--- src/rtl/q15_mac_accum_if.sv ---
// Valid/ready beat stream into the Q1.15 accumulator and its result channel.
// The master drives the product stream and consumes results; the slave is the accumulator.
interface q15_mac_accum_if #(
    parameter int DATA_W = 16,
    parameter int CNT_W  = 8
);
    logic              in_vld;
    logic              in_rdy;
    logic [DATA_W-1:0] in_prod;
    logic              in_last;
    logic              out_vld;
    logic              out_rdy;
    logic [DATA_W-1:0] out_res;
    logic [CNT_W-1:0]  out_cnt;
    logic              out_ovf;

    modport master (
        output in_vld, in_prod, in_last, out_rdy,
        input  in_rdy, out_vld, out_res, out_cnt, out_ovf
    );

    modport slave (
        input  in_vld, in_prod, in_last, out_rdy,
        output in_rdy, out_vld, out_res, out_cnt, out_ovf
    );
endinterface

--- src/rtl/q15_mac_accum.sv ---
// Packet accumulator for signed Q1.15 products: guarded saturating sum per packet,
// emitted as one saturated Q1.15 result with term count and overflow flag.
module q15_mac_accum #(
    parameter int DATA_W = 16,
    parameter int ACC_W  = 24,
    parameter int CNT_W  = 8
) (
    input  logic                 i_clk,
    input  logic                 i_rst_n,
    input  logic                 i_clr,
    q15_mac_accum_if.slave       bus
);
    typedef enum logic [0:0] {ST_ACC = 1'b0, ST_HOLD = 1'b1} state_t;

    localparam logic [ACC_W-1:0]  ACC_MAX = {1'b0, {(ACC_W-1){1'b1}}};
    localparam logic [ACC_W-1:0]  ACC_MIN = {1'b1, {(ACC_W-1){1'b0}}};
    localparam logic [ACC_W-1:0]  RES_MAX = {{(ACC_W-DATA_W+1){1'b0}}, {(DATA_W-1){1'b1}}};
    localparam logic [ACC_W-1:0]  RES_MIN = {{(ACC_W-DATA_W+1){1'b1}}, {(DATA_W-1){1'b0}}};
    localparam logic [CNT_W-1:0]  CNT_ONE = {{(CNT_W-1){1'b0}}, 1'b1};

    // Returns {overflow, clamped sum}; overflow when both operands share a sign the sum lacks.
    function automatic logic [ACC_W:0] sat_add(input logic [ACC_W-1:0] a, input logic [ACC_W-1:0] b);
        logic [ACC_W-1:0] s;
        logic             v;
        s = a + b;
        v = (a[ACC_W-1] == b[ACC_W-1]) && (s[ACC_W-1] != a[ACC_W-1]);
        if (v) begin
            s = a[ACC_W-1] ? ACC_MIN : ACC_MAX;
        end else begin
            s = s;
        end
        return {v, s};
    endfunction

    // Returns {overflow, Q1.15 value} after clamping the guarded sum to the output range.
    function automatic logic [DATA_W:0] narrow(input logic [ACC_W-1:0] a);
        if ($signed(a) > $signed(RES_MAX)) begin
            return {1'b1, 1'b0, {(DATA_W-1){1'b1}}};
        end else if ($signed(a) < $signed(RES_MIN)) begin
            return {1'b1, 1'b1, {(DATA_W-1){1'b0}}};
        end else begin
            return {1'b0, a[DATA_W-1:0]};
        end
    endfunction

    state_t             r_state;
    logic               r_in_rdy;
    logic               r_out_vld;
    logic [ACC_W-1:0]   r_acc;
    logic [CNT_W-1:0]   r_cnt;
    logic               r_ovf;
    logic [DATA_W-1:0]  r_out_res;
    logic [CNT_W-1:0]   r_out_cnt;
    logic               r_out_ovf;

    state_t             w_state_nxt;
    logic               w_in_rdy_nxt;
    logic               w_out_vld_nxt;
    logic               w_accept;
    logic               w_release;
    logic               w_finish;
    logic [ACC_W-1:0]   w_sext;
    logic [ACC_W:0]     w_add;
    logic [DATA_W:0]    w_narrow;
    logic [CNT_W-1:0]   w_cnt_inc;

    // Acceptance is gated by the registered ready, so nothing is taken during or just after reset.
    assign w_accept  = bus.in_vld & r_in_rdy;
    assign w_release = r_out_vld & bus.out_rdy;
    assign w_finish  = w_accept & bus.in_last;
    assign w_sext    = {{(ACC_W-DATA_W){bus.in_prod[DATA_W-1]}}, bus.in_prod};
    assign w_add     = sat_add(r_acc, w_sext);
    assign w_narrow  = narrow(w_add[ACC_W-1:0]);
    assign w_cnt_inc = (&r_cnt) ? r_cnt : (r_cnt + CNT_ONE);

    // Next-state logic; clr overrides every other event.
    always_comb begin
        w_state_nxt = r_state;
        if (i_clr) begin
            w_state_nxt = ST_ACC;
        end else begin
            case (r_state)
                ST_ACC:  w_state_nxt = w_finish  ? ST_HOLD : ST_ACC;
                ST_HOLD: w_state_nxt = w_release ? ST_ACC  : ST_HOLD;
                default: w_state_nxt = ST_ACC;
            endcase
        end
    end

    // Handshake outputs follow the state being entered so they can be registered.
    always_comb begin
        w_in_rdy_nxt  = 1'b0;
        w_out_vld_nxt = 1'b0;
        case (w_state_nxt)
            ST_ACC:  w_in_rdy_nxt  = 1'b1;
            ST_HOLD: w_out_vld_nxt = 1'b1;
            default: w_in_rdy_nxt  = 1'b0;
        endcase
    end

    // State and handshake registers.
    always_ff @(posedge i_clk or negedge i_rst_n) begin
        if (!i_rst_n) begin
            r_state   <= ST_ACC;
            r_in_rdy  <= 1'b0;
            r_out_vld <= 1'b0;
        end else begin
            r_state   <= w_state_nxt;
            r_in_rdy  <= w_in_rdy_nxt;
            r_out_vld <= w_out_vld_nxt;
        end
    end

    // Running packet sum, term count and sticky overflow.
    always_ff @(posedge i_clk or negedge i_rst_n) begin
        if (!i_rst_n) begin
            r_acc <= {ACC_W{1'b0}};
            r_cnt <= {CNT_W{1'b0}};
            r_ovf <= 1'b0;
        end else if (i_clr || w_release) begin
            r_acc <= {ACC_W{1'b0}};
            r_cnt <= {CNT_W{1'b0}};
            r_ovf <= 1'b0;
        end else if (w_accept) begin
            r_acc <= w_add[ACC_W-1:0];
            r_cnt <= w_cnt_inc;
            r_ovf <= r_ovf | w_add[ACC_W];
        end else begin
            r_acc <= r_acc;
            r_cnt <= r_cnt;
            r_ovf <= r_ovf;
        end
    end

    // Result registers capture only on the final beat and otherwise keep their last values.
    always_ff @(posedge i_clk or negedge i_rst_n) begin
        if (!i_rst_n) begin
            r_out_res <= {DATA_W{1'b0}};
            r_out_cnt <= {CNT_W{1'b0}};
            r_out_ovf <= 1'b0;
        end else if (!i_clr && w_finish) begin
            r_out_res <= w_narrow[DATA_W-1:0];
            r_out_cnt <= w_cnt_inc;
            r_out_ovf <= r_ovf | w_add[ACC_W] | w_narrow[DATA_W];
        end else begin
            r_out_res <= r_out_res;
            r_out_cnt <= r_out_cnt;
            r_out_ovf <= r_out_ovf;
        end
    end

    assign bus.in_rdy  = r_in_rdy;
    assign bus.out_vld = r_out_vld;
    assign bus.out_res = r_out_res;
    assign bus.out_cnt = r_out_cnt;
    assign bus.out_ovf = r_out_ovf;
endmodule

--- src/flat_wrapper.sv ---
// flat-port wrapper written by rule: the top's interface ports become plain ports
module q15_mac_accum_flat 
#(
    parameter int DATA_W = 16,
    parameter int ACC_W  = 24,
    parameter int CNT_W  = 8
)
  (i_clk, i_rst_n, i_clr, bus_in_vld, bus_in_prod, bus_in_last, bus_out_rdy, bus_in_rdy, bus_out_vld, bus_out_res, bus_out_cnt, bus_out_ovf);
  q15_mac_accum_if #(.DATA_W(DATA_W), .CNT_W(CNT_W)) bus_i ();
  input  logic i_clk;
  input  logic i_rst_n;
  input  logic i_clr;
  input wire logic [$bits(bus_i.in_vld)-1:0] bus_in_vld;
  input wire logic [$bits(bus_i.in_prod)-1:0] bus_in_prod;
  input wire logic [$bits(bus_i.in_last)-1:0] bus_in_last;
  input wire logic [$bits(bus_i.out_rdy)-1:0] bus_out_rdy;
  output wire logic [$bits(bus_i.in_rdy)-1:0] bus_in_rdy;
  output wire logic [$bits(bus_i.out_vld)-1:0] bus_out_vld;
  output wire logic [$bits(bus_i.out_res)-1:0] bus_out_res;
  output wire logic [$bits(bus_i.out_cnt)-1:0] bus_out_cnt;
  output wire logic [$bits(bus_i.out_ovf)-1:0] bus_out_ovf;
  assign bus_i.in_vld = bus_in_vld;
  assign bus_i.in_prod = bus_in_prod;
  assign bus_i.in_last = bus_in_last;
  assign bus_i.out_rdy = bus_out_rdy;
  assign bus_in_rdy = bus_i.in_rdy;
  assign bus_out_vld = bus_i.out_vld;
  assign bus_out_res = bus_i.out_res;
  assign bus_out_cnt = bus_i.out_cnt;
  assign bus_out_ovf = bus_i.out_ovf;
  q15_mac_accum #(.DATA_W(DATA_W), .ACC_W(ACC_W), .CNT_W(CNT_W)) u_core (.i_clk(i_clk), .i_rst_n(i_rst_n), .i_clr(i_clr), .bus(bus_i));
endmodule
--- config.mk ---
export PLATFORM = sky130hd
export DESIGN_NAME = q15_mac_accum_flat
export DESIGN_NICKNAME = d
export VERILOG_FILES = /design/src/rtl/q15_mac_accum_if.sv /design/src/rtl/q15_mac_accum.sv /design/src/flat_wrapper.sv
export SDC_FILE = /design/constraint.sdc
export NUM_CORES = 1
export LEC_CHECK = 0
export ABC_CLOCK_PERIOD_IN_PS = 4300
export BUFFER_PORTS_ARGS = -buffer_cell sky130_fd_sc_hd__buf_4
export CORE_ASPECT_RATIO = 1.1
export CORE_MARGIN = 5
export CORE_UTILIZATION = 54
export DETAILED_ROUTE_END_ITERATION = 6
export GPL_ROUTABILITY_DRIVEN = 1
export HOLD_SLACK_MARGIN = 0.05
export MAX_ROUTING_LAYER = met4
export PLACE_DENSITY = 0.84
export SLEW_MARGIN = 30
export SYNTH_ARGS = -nofsm -noshare
export SYNTH_HDL_FRONTEND = slang
export SYNTH_SLANG_ARGS = --single-unit
--- constraint.sdc ---
create_clock -name i_clk -period 4.3 [get_ports i_clk]
set_input_delay 0.86 -clock i_clk [delete_from_list [all_inputs] [get_ports i_clk]]
set_output_delay 0.86 -clock i_clk [all_outputs]
set_load 0.05 [all_outputs]
Word level (Yosys, flattened, before mapping)
Cells that the tools add are included.
- add/subtract/negate cells: 2
- order comparisons: 2
- equal/unequal tests: 2
- mux-type cells: 17
- bitwise operators: 6
- reduce and logical (&&, ||, !) cells: 6
- operators with widths (operator ; number):
    $mux 24 ; 4
    $mux 17 ; 2
    $add 24x24->24 ; 1
    $gt 24x16->1 const B ; 1
    $lt 24x16->1 const B ; 1
    $mux 8 ; 3
    $add 8x1->8 const B ; 1
    $reduce_and 8->1 ; 1
    $mux 1 ; 7
    $and 1x1->1 ; 3
    $logic_and 1x1->1 ; 2
    $or 1x1->1 ; 2
    $pmux 1 s2 ; 1
    $reduce_bool 2->1 ; 1
    $eq 1x1->1 ; 1
    $logic_not 1->1 ; 1
    $logic_or 1x1->1 ; 1
    $ne 1x1->1 ; 1
    $not 1->1 ; 1
- flip-flop bits (word level): 61
- word-level logic and storage cells: 44

Logic depth before layout (Yosys ltp)
- depth in word-level cells: 8
- depth in mapped cells: 21

Least setup slack after synthesis
Ideal clock, no wire load.
- kind: in2reg
- start: input port bus_in_prod[8]
- end: register u_core.r_out_ovf, in the netlist u_core.bus.out_ovf
- library setup time: 0.126 ns
- arrival: 4.742 ns
- required time: 4.174 ns
- setup slack: -0.568 ns
- stages on the path: 19
- cell sequence: ha_1 buf_2 a21oi_1 o21ai_1 o311ai_2 a21oi_1 o21ai_0 a21oi_1 o21ai_0 nand2b_1 fa_1 inv_1 nor3_1 a21oi_1 and3_4 nor2_2 nor4b_4 o2bb2a_4 o32a_1
- longest elaborated chain between the ends: 8
- ends and longest elaborated chain (what ; line ; text):
    start: declaration ; flat_wrapper.sv:14 ; input wire logic [$bits(bus_i.in_prod)-1:0] bus_in_prod;
    $add 24x24->24 (*) ; q15_mac_accum.sv:25 ; s = a + b;
    $ne 1x1->1 ; q15_mac_accum.sv:26 ; v = (a[ACC_W-1] == b[ACC_W-1]) && (s[ACC_W-1] != a[ACC_W-1]);
    $logic_and 1x1->1 ; q15_mac_accum.sv:26 ;
    $mux 24 ; q15_mac_accum.sv:27 ; if (v) begin
    $lt 24x16->1 ; q15_mac_accum.sv:39 ; end else if ($signed(a) < $signed(RES_MIN)) begin
    $mux 17 ; q15_mac_accum.sv:39 ;
    $mux 17 ; q15_mac_accum.sv:37 ; if ($signed(a) > $signed(RES_MAX)) begin
    $or 1x1->1 (*) ; q15_mac_accum.sv:144 ; r_out_ovf <= r_ovf | w_add[ACC_W] | w_narrow[DATA_W];
    end signal: assignment ; q15_mac_accum.sv:144 ;
    end signal: assignment ; q15_mac_accum.sv:148 ; r_out_ovf <= r_out_ovf;
    end: declaration ; q15_mac_accum.sv:54 ; logic r_out_ovf;
Every way passes the cells marked *; elsewhere a longest branch is shown, timed or not.
A chain may end at the register's enable or synchronous reset.

Worst setup path after layout
- start: input port bus_in_prod[13]
- end: register u_core.r_out_ovf, in the netlist u_core.bus.out_ovf
The elaborated chain is that of the path after synthesis.

==> flow_summary_export.csv <==
group,metric,value,unit
run_status,status,"finished with violations",
run_status,violations,"negative setup slack",
critical_path,r2r_start,"u_core.r_acc[14]$_DFFE_PN0P_",
drt,wirelength_met1,5650,µm
global_route,overflow,0,
synth,async_reset_ff_share,100,%
pwr,vdd_drop_max,0.000360,V
timing,tns,-175,ps
place,gp_congestion,0.983,
synth,synth_top_family_by_area,"compound AO/OA/AOI/OAI gates",
global_route,grt_pass1_wl,23000,µm
drt,route.detailed.vias_per_inst,6.23,
floorplan,dieArea,9680,µm²
timing,fin_crit,4360,ps
synth,syn-cell-area,4220,µm²
layout,final_common_cell,"buf_4",
global_route,grt_pass1_vias,4618,
clock_network,cts_root_buffer,"clkbuf_8",
synth,synth_fa_ha_area_share,8.07,%
clock_network,clk_latency,350,ps
clock_network,cts_buffers,9,
drt,dr_wl_met2,6860,µm
pwr,p_leak,0.00261,µW
timing,period_share,101,%
synth,synth_flop_cell,"dfrtp_1",
critical_path,setup.worst_path.class,"input port to flop",
drt,wire_per_inst,18.4,µm
synth,synthXorXnorAreaFrac,4.96,%
timing,rsz0062_at_grt,"yes",
place,hpwlAfterDp,9470,µm
layout,fin_nets,697,
layout,fill_cells,478,
clock_network,clockBufferDepth,2,
synth,synthMuxAreaShare,1.25,%
timing,max_freq,230,MHz
drt,first_pass_iters,5,
critical_path,start_kind,"input port",
layout,register_area,1500,µm²
place,portBuffers,48,
clock_network,clock-sinks,60,
synth,ys_seq_area_share,35.6,%
pwr,powerDensity,447,nW/µm²
synth,synth-warning-count,0,
drt,vias,4728,
synth,synth-seq-cells,60,
synth,synth.net_count,571,
floorplan,num_io_pins,49,
critical_path,worstPathArrival,4580,ps
place,placed_area,5300,µm²
layout,stdcell_area,5890,µm²
synth,synth_compound_area_share,26.4,%
clock_network,clk_pin_slew_worst_paths,70,ps
drt,top_layer_used,"met4",
timing,timing_hold_violations_final,0,
clock_network,cts_tree,"built",
critical_path,crit_required,4530,ps
floorplan,die_w,94.2,µm
drt,drt-total-wl,14000,µm
layout,multi_input_area,2880,µm²
timing,skew,8.06,ps
drt,postRouteAntennaNets,0,
synth,synth_edf_count,0,
synth,synth-simple-area-share,19.4,%
critical_path,critical_path.max_fanout,4,
global_route,track_usage,31.1,%
global_route,grt_max_degree,61,
drt,route.met3.wl,1050,µm
floorplan,die_h,103,µm
layout,layout_common_cells,"139 x buf_4, 67 x nor2_1, 63 x a21oi_1",
layout,n_antenna_cell,0,
worst_hold_path,min_from,"u_core.bus.out_cnt[5]$_DFFE_PN0P_",
drt,first_iter_violations,433,
layout,syn_to_final_growth,39.8,%
place,dp_slack,-628,ps
floorplan,initial_core_util,55.8,%
worst_hold_path,min_path_type,"flop to flop",
synth,yosysUniqueCellTypes,58,
drt,drc,0,
clock_network,htree_num_levels,3,
layout,final_layout_size_suffix_gt1_share,33.5,%
timing,finalSetupViolCount,6,
timing,worstMarginPinSlew,895,ps
critical_path,cp-startpoint,"bus_in_prod[13]",
timing,layout_setup_ws,-55.1,ps
timing,drv_slew,0,
global_route,antenna_found_initial,0,
floorplan,num_rows,33,
critical_path,endpoint_kind,"flop",
floorplan,core-area,7560,µm²
synth,synth_cells,523,
job,maxCapViolCount,0,
timing,slew_headroom,40.2,%
synth,syn_avg_cell_area,8.06,µm²
[repair_timing]
item                                   4_1_cts  5_1_grt
hold buffers                                 0        0
gates resized for setup                     23       13
cloned                                       1        0
buffers inserted                            20        3
pin swaps                                   13        7
setup endpoints to repair                   16       16
endpoints found under the hold margin        0        0
[worst max-delay path, stage by stage]
cell	delay, ps
buf_4	120
ha_4	270
nand4_1	180
buf_4	200
buf_4	130
buf_4	120
buf_4	120
buf_4	120
buf_4	120
buf_4	130
buf_4	120
buf_4	120
buf_4	120
buf_4	120
buf_4	120
buf_4	130
o21bai_2	180
mux2i_2	270
a41oi_2	170
nor4b_4	250
buf_4	180
o2bb2a_4	150
o32a_1	270
[cell families (layout without fill, tap and decap cells)]
group,count (synthesis),count (layout)
and+or+nand+nor,184,184
muxes,5,5
AOI/OAI and AO/OA,180,180
DFF,60,60
buffers and inverters,45,176
xor gates and xnor gates,23,23
adders and majority gates,26,26
[area by class of cell]
| class | count | share of cell area, % |
|---|---|---|
| Multi-Input combinational cell | 418 | 48.8 |
| Sequential cell | 60 | 25.5 |
| Timing Repair Buffer | 145 | 18.8 |
| Clock buffer | 12 | 2.46 |
| Tap cell | 105 | 2.23 |
| Clock inverter | 4 | 1.23 |
| Inverter | 15 | 0.998 |
[metrics by stage]
stage | hold WS (ps) | instances | total power (µW) | utilization (%)
after global routing | 506 | 759 | 2760 | 78.0
after floorplan | 463 | 523 | 1500 | -
after CTS | 487 | 756 | 2570 | 77.1
after detailed placement | 471 | 719 | 1920 | 70.1
final | 480 | 759 | 2640 | 78.0
after global placement | 467 | 719 | 1890 | 70.1
[registers in the layout, indices dropped and copies added, names as in the netlist]
register,cells
u_core.bus.out_res,16
u_core.r_ovf,1
u_core.r_acc,24
u_core.bus.out_ovf,1
u_core.bus.out_vld,1
u_core.bus.in_rdy,1
u_core.bus.out_cnt,8
u_core.r_cnt,8
[power breakdown]
part,internal (µW),switching [µW]
logic,545,798
registers,651,71.7
clock network,342,227
total,1540,1100
[per-layer routing]
layer / track usage, % / up-vias
met1: 39.1 / 2278
met5: - / -
li1: - / 2143
met2: 50.8 / 259
met4: 12.1 / 0
met3: 4.74 / 48
[Yosys cell counts (2+ instances only)]
cell | n | share of area [%]
a211oi_1 | 11 | 2.0
a21o_1 | 7 | 1.2
a21oi_1 | 73 | 8.7
a221o_1 | 2 | 0.47
a221oi_1 | 2 | 0.42
a31oi_1 | 8 | 1.2
and3_1 | 3 | 0.45
buf_2 | 8 | 0.95
clkbuf_1 | 20 | 1.8
dfrtp_1 | 60 | 36
fa_1 | 2 | 0.95
ha_1 | 24 | 7.1
inv_1 | 15 | 1.3
mux2_2 | 2 | 0.53
mux2i_1 | 3 | 0.71
nand2_1 | 65 | 5.8
nand2b_1 | 5 | 0.74
nand3_1 | 11 | 1.3
nand4_1 | 10 | 1.5
nor2_1 | 68 | 6.1
nor3_1 | 10 | 1.2
nor4_1 | 2 | 0.30
o211ai_1 | 7 | 1.2
o21a_1 | 2 | 0.36
o21ai_0 | 30 | 3.6
o21ai_1 | 14 | 1.7
o21bai_1 | 2 | 0.36
o221ai_1 | 3 | 0.62
o22ai_1 | 2 | 0.30
o31ai_1 | 3 | 0.53
or3_1 | 2 | 0.30
xnor2_1 | 9 | 1.9
xor2_1 | 13 | 2.7
[worst paths after layout]
| check | to | slack (ps) | cells after the start |
|---|---|---|---|
| max | u_core.bus.out_ovf$_DFFE_PN0P_ | -60 | 23 |
| min | u_core.bus.out_cnt[5]$_DFFE_PN0P_ | 480 | 2 |
| max reg2reg | u_core.bus.out_ovf$_DFFE_PN0P_ | 100 | 22 |
| min reg2reg | u_core.bus.out_cnt[5]$_DFFE_PN0P_ | 480 | 2 |
| max in group asynchronous | u_core.r_acc[11]$_DFFE_PN0P_ | 3200 | 1 |
| min in group asynchronous | u_core.bus.out_res[5]$_DFFE_PN0P_ | 590 | 1 |
(Power assumes the default switching activity.)
